### config.mk
export PLATFORM = sky130hd
export DESIGN_NAME = uart_tx_arbiter
export DESIGN_NICKNAME = d
export VERILOG_FILES = /design/src/rtl/uart_tx_arbiter_pkg.sv /design/src/rtl/uart_tx_arbiter_rr_pick.sv /design/src/rtl/uart_tx_arbiter.sv
export SDC_FILE = /design/constraint.sdc
export NUM_CORES = 1
export LEC_CHECK = 0
export ABC_AREA = 1
export BUFFER_PORTS_ARGS = -buffer_cell sky130_fd_sc_hd__clkbuf_2
export CORE_MARGIN = 3
export CORE_UTILIZATION = 51
export DETAILED_ROUTE_END_ITERATION = 7
export GPL_ROUTABILITY_DRIVEN = 0
export PLACE_DENSITY = 0.86
export SETUP_SLACK_MARGIN = 0.05
export SLEW_MARGIN = 25
export SYNTH_ARGS = -nofsm -noshare
export SYNTH_HDL_FRONTEND = slang
export SYNTH_SLANG_ARGS = --single-unit
### constraint.sdc
create_clock -name clk -period 3.9 [get_ports clk]
set_clock_uncertainty 0.2 [all_clocks]
set_input_delay 0.975 -clock clk [delete_from_list [all_inputs] [get_ports clk]]
set_output_delay 0.975 -clock clk [all_outputs]
set_load 0.02 [all_outputs]
### src/rtl/uart_tx_arbiter_pkg.sv
// Shared types for the tx_uart arbiter: FSM state encoding and datapath widths.
package uart_tx_arbiter_pkg;

  localparam int DIV_W  = 16;
  localparam int DATA_W = 8;

  typedef enum logic [1:0] {
    IDLE = 2'd0,
    SEND = 2'd1,
    DONE = 2'd2
  } state_t;

endpackage

### src/rtl/uart_tx_arbiter_rr_pick.sv
// Purpose: combinational round-robin picker, first set req bit scanning last+1, last+2, ... with wrap.
// Latency: zero cycles (pure combinational).
// Backpressure: none; any=0 when no request is pending.
module uart_tx_arbiter_rr_pick #(
  parameter int NUM_REQ = 4,
  parameter int IDX_W   = 2
) (
  input  logic [NUM_REQ-1:0] req,
  input  logic [IDX_W-1:0]   last,
  output logic               any,
  output logic [IDX_W-1:0]   pick
);

  logic [IDX_W-1:0] idx;

  // Scan farthest-first so the nearest requester after last is written last and wins.
  always_comb begin
    any  = |req;
    pick = '0;
    idx  = '0;
    for (int k = NUM_REQ; k >= 1; k--) begin
      idx = IDX_W'((int'(last) + k) % NUM_REQ);
      if (req[idx]) begin
        pick = idx;
      end
    end
  end

endmodule

### src/rtl/uart_tx_arbiter.sv
// Purpose: round-robin share of one tx_uart among NUM_REQ requesters, one byte per grant, divisor latched per byte.
// Latency: req_valid -> uart_valid 1 clk; uart_ready -> req_ack 1 clk; 3 clk overhead per byte.
// Backpressure: requesters hold req_valid until req_ack; uart_valid held until tx_uart ready pulse.
// Optional: define UART_ARB_LOCK_EN to let a requester holding req_lock keep the grant for its next byte.
module uart_tx_arbiter
  import uart_tx_arbiter_pkg::*;
#(
  parameter int NUM_REQ = 4,
  parameter int IDX_W   = $clog2(NUM_REQ)
) (
  input  logic                      clk,
  input  logic                      reset,
  input  logic [NUM_REQ-1:0]        req_valid,
  input  logic [DATA_W*NUM_REQ-1:0] req_data,
  input  logic [NUM_REQ-1:0]        req_lock,
  output logic [NUM_REQ-1:0]        req_ack,
  input  logic [DIV_W-1:0]          cfg_div,
  output logic                      uart_valid,
  output logic [DATA_W-1:0]         uart_data,
  output logic [DIV_W-1:0]          uart_div,
  input  logic                      uart_ready,
  output logic                      busy,
  output logic [IDX_W-1:0]          grant_idx
);

  state_t             state_q, state_d;
  logic [IDX_W-1:0]   last_q, last_d;
  logic               valid_d;
  logic [DATA_W-1:0]  data_d;
  logic [DIV_W-1:0]   div_d;
  logic [NUM_REQ-1:0] ack_d;
  logic [IDX_W-1:0]   grant_d;
  logic               any;
  logic [IDX_W-1:0]   pick;
  logic [IDX_W-1:0]   sel;

  uart_tx_arbiter_rr_pick #(
    .NUM_REQ (NUM_REQ),
    .IDX_W   (IDX_W)
  ) u_rr_pick (
    .req  (req_valid),
    .last (last_q),
    .any  (any),
    .pick (pick)
  );

`ifdef UART_ARB_LOCK_EN
  // A locked, still-valid last owner skips rotation so its message stays contiguous.
  always_comb begin
    sel = pick;
    if (req_valid[last_q] && req_lock[last_q]) begin
      sel = last_q;
    end
  end
`else
  logic unused_lock;
  assign unused_lock = ^req_lock;

  always_comb begin
    sel = pick;
  end
`endif

  always_comb begin
    state_d = state_q;
    last_d  = last_q;
    valid_d = uart_valid;
    data_d  = uart_data;
    div_d   = uart_div;
    ack_d   = req_ack;
    grant_d = grant_idx;
    case (state_q)
      IDLE: begin
        if (any) begin
          grant_d = sel;
          data_d  = req_data[DATA_W*sel +: DATA_W];
          div_d   = cfg_div;
          valid_d = 1'b1;
          state_d = SEND;
        end
      end
      SEND: begin
        // Dropping valid on the ready edge keeps tx_uart from seeing a second start.
        if (uart_ready) begin
          valid_d           = 1'b0;
          ack_d             = '0;
          ack_d[grant_idx]  = 1'b1;
          last_d            = grant_idx;
          state_d           = DONE;
        end
      end
      DONE: begin
        ack_d   = '0;
        state_d = IDLE;
      end
      default: begin
        valid_d = 1'b0;
        ack_d   = '0;
        state_d = IDLE;
      end
    endcase
  end

  always_ff @(posedge clk) begin
    if (reset) begin
      state_q    <= IDLE;
      last_q     <= IDX_W'(NUM_REQ - 1);
      uart_valid <= 1'b0;
      uart_data  <= '0;
      uart_div   <= '0;
      req_ack    <= '0;
      grant_idx  <= '0;
    end else begin
      state_q    <= state_d;
      last_q     <= last_d;
      uart_valid <= valid_d;
      uart_data  <= data_d;
      uart_div   <= div_d;
      req_ack    <= ack_d;
      grant_idx  <= grant_d;
    end
  end

  assign busy = (state_q != IDLE);

endmodule
==> out/summary.txt <==
status = finished, final reports clean
Internal = 767 µW
WP data arrival = 2.47 ns
R2R cell count = 9
Area Growth Syn to Fin = 24.1%
CP max FO = 10
initial antenna violation count = 0
clock share of power = 18.3%
Tmin final = 2.49 ns
YS warnings = 0
Post-Syn Nets = 363
crit start category = primary input
hpwl dp = 3.57 mm
Critical Path Max Stage Delay = 0.43 ns
Seq pwr share = 35.4%
Post-synth EDFFs = 0
final hold violation count = 0
first-pass GRT wire length = 7.73 mm
vias per inst = 4.85
Adder-Cell Fraction of Synth Area = 0%
Worst VDD drop = 0.000301 V
Comb pwr share = 46.3%
grt ovf = 0
Hold WC Path Type = flop to flop
net load switching power = 587 µW
Cell Chain, Critical Path = clkbuf_2, inv_1, nand2_1, nand2_1, a31oi_1, o21ai_2, inv_1, nand3_1, nand3_1, nand2_1, inv_1
worst slew pin tran = 0.590 ns
Synth Area in Simple Gates = 38.4%
WL/cell = 10.7 µm
share of layout cells above drive strength 1 = 32.8%
Fmax achieved = 402 MHz
die area = 4720 µm²
mux share of post-synthesis cell area = 0%
synth top area cells = dfxtp_1 (35%), nor2_1 (11%), inv_1 (10%)
synthesized area = 2010 µm²
max cap viols = 0
fin area = 2490 µm²
Data required, critical path = 3.88 ns
core box area = 3720 µm²
CP Capture Point = uart_data[3]
top cell type's share of synthesized area = 34.9%
vias in the first global route = 1,845
Chip Width = 68.7 µm
Final nets = 445
sequential fraction of the synthesis area = 34.9%
CTS Buf Count = 5
Starting Density = 54.0%
Clk Latency, worst-skew pair = 0.28 ns
synthesized area per cell = 6.60 µm²
DP Area = 2410 µm²
fin crit share = 63.8%
FF-to-FF End = uart_data[3]
Final ANT Viol Nets = 0
crit path from = req_valid[3]
Inserted Diodes = 0
Setup TNS = 0 ns
top cells by count, synth = nor2_1 (57), inv_1 (56), nand3_1 (40)
Crit Path Category = primary input to flop
Post-CTS Setup Repair Bufs = 0
post_cts resized = 0
GRT Util Overall = 20.9%
P_leak = 1.47 nW
FF-to-FF setup slack = 1.62 ns
via count = 2,108
Detailed Routing Iterations Pass 1 = 4
Sw Share = 43.4%
area leader, netlist = dfxtp_1
FF+latch count, synth = 35
IO buf count = 86
Sink Count = 35
Hold Buf Count CTS = 0
Power, Total = 1.35 mW
compound-cell area share of the yosys netlist = 9.73%
clock buffer depth = 2
Ports = 91
RSZ-0062 raised after global routing = false
Std-Cell Rows = 22
die height = 68.7 µm
CTS root buf = clkbuf_8
DRC Markers = 0
hold slack = 0.264 ns
Post-Syn Instances = 304
H-Tree Depth = 2
cell count after placement = 427
largest net degree at the start of global routing = 21
initial DRC count = 140
Power Density = 543 nW/µm²
Synth Area in XOR/XNOR = 0%
slowest CP cell = o21ai_2
largest family of logic cells by synthesized area = simple AND/OR/NAND/NOR gates
most frequent cell after synthesis = nor2_1
Post-synth ARST share = 0%
Worst-path clk slew = 0.07 ns
final WL = 4.66 mm
Setup violations, final = 0
Unique masters post-synth = 29
non-filler instance count after layout = 435
Slew HR = 60.7%
CTS tree = built
Worst setup EP type = flop
R2R Path Start = last_q[0]
Top FF cell, synth = dfxtp_1
Max Slew Vio Count = 0
[placed cells by master (no fill, tap or decap), drive strengths merged]
| cell | instances |
|---|---|
| o21ai | 22 |
| nand2 | 59 |
| a211o | 2 |
| a31oi | 1 |
| buf | 1 |
| dfxtp | 35 |
| nor2 | 58 |
| inv | 60 |
| nand4 | 1 |
| a21oi | 9 |
| clkbuf | 92 |
| clkinv | 2 |
| clkinvlp | 1 |
| nand3 | 44 |
[worst min-delay path by stage]
stage,slack (ns),startpoint,end,cells past startpoint
3_3_place_gp,0.25,req_ack[0],req_ack[0],2
4_1_cts,0.27,req_ack[1],req_ack[1],2
2_1_floorplan,0.34,req_ack[0],req_ack[0],2
5_1_grt,0.30,req_ack[2],req_ack[2],2
3_5_place_dp,0.26,req_ack[1],req_ack[1],2
6_report,0.26,req_ack[1],req_ack[1],2
[per-stage QoR]
stage / worst slack [ns] / utilization (%)
4_1_cts: 1.39 / 67.0
2_1_floorplan: 1.56 / -
6_report: 1.41 / 67.0
5_1_grt: 1.18 / 67.0
3_3_place_gp: 1.15 / 64.7
3_5_place_dp: 1.09 / 64.7
[critical path: cells and delay by family]
family | cells | cell delay [ns]
compound gates | 2 | 0.48
buf+inv | 4 | 0.53
simple gates | 5 | 0.48
[flip-flops by register name, indices dropped and copies added (netlist names)]
| name | flops |
|---|---|
| req_ack | 4 |
| state_q | 2 |
| grant_idx | 2 |
| uart_valid | 1 |
| uart_data | 8 |
| last_q | 2 |
| uart_div | 16 |
[logic make-up after synthesis]
logic type / count (synthesis)
flip-flops: 35
AND/OR/NAND/NOR: 162
AO/OA/AOI/OAI: 34
buffers and inverters: 73
[power by group through the flow]
| stage | combinational, mW | clock, mW | sequential [mW] |
|---|---|---|---|
| floorplan | 0.428 | 0 | 0.554 |
| global placement | 0.616 | 0 | 0.483 |
| detailed placement | 0.630 | 0 | 0.485 |
| CTS | 0.632 | 0.253 | 0.479 |
| global route | 0.708 | 0.267 | 0.487 |
| finish | 0.627 | 0.248 | 0.479 |
[area by class of cell]
| cell class | count | area (µm²) |
|---|---|---|
| Clock buffer | 6 | 72.6 |
| Multi-Input combinational cell | 196 | 966 |
| Sequential cell | 35 | 701 |
| Inverter | 61 | 241 |
| Timing Repair Buffer | 87 | 438 |
| Fill cell | 357 | 1220 |
| Tap cell | 48 | 60.1 |
| Clock inverter | 2 | 12.5 |
[layer usage]
layer	up-vias	GRT usage [%]	routed length, µm
li1	1090	-	-
met1	965	26.8	1940
met2	48	36.5	2450
met3	5	3.89	242
met4	0	4.38	34
met5	-	0	0
Note: power is estimated with default switching activity, not from simulation.
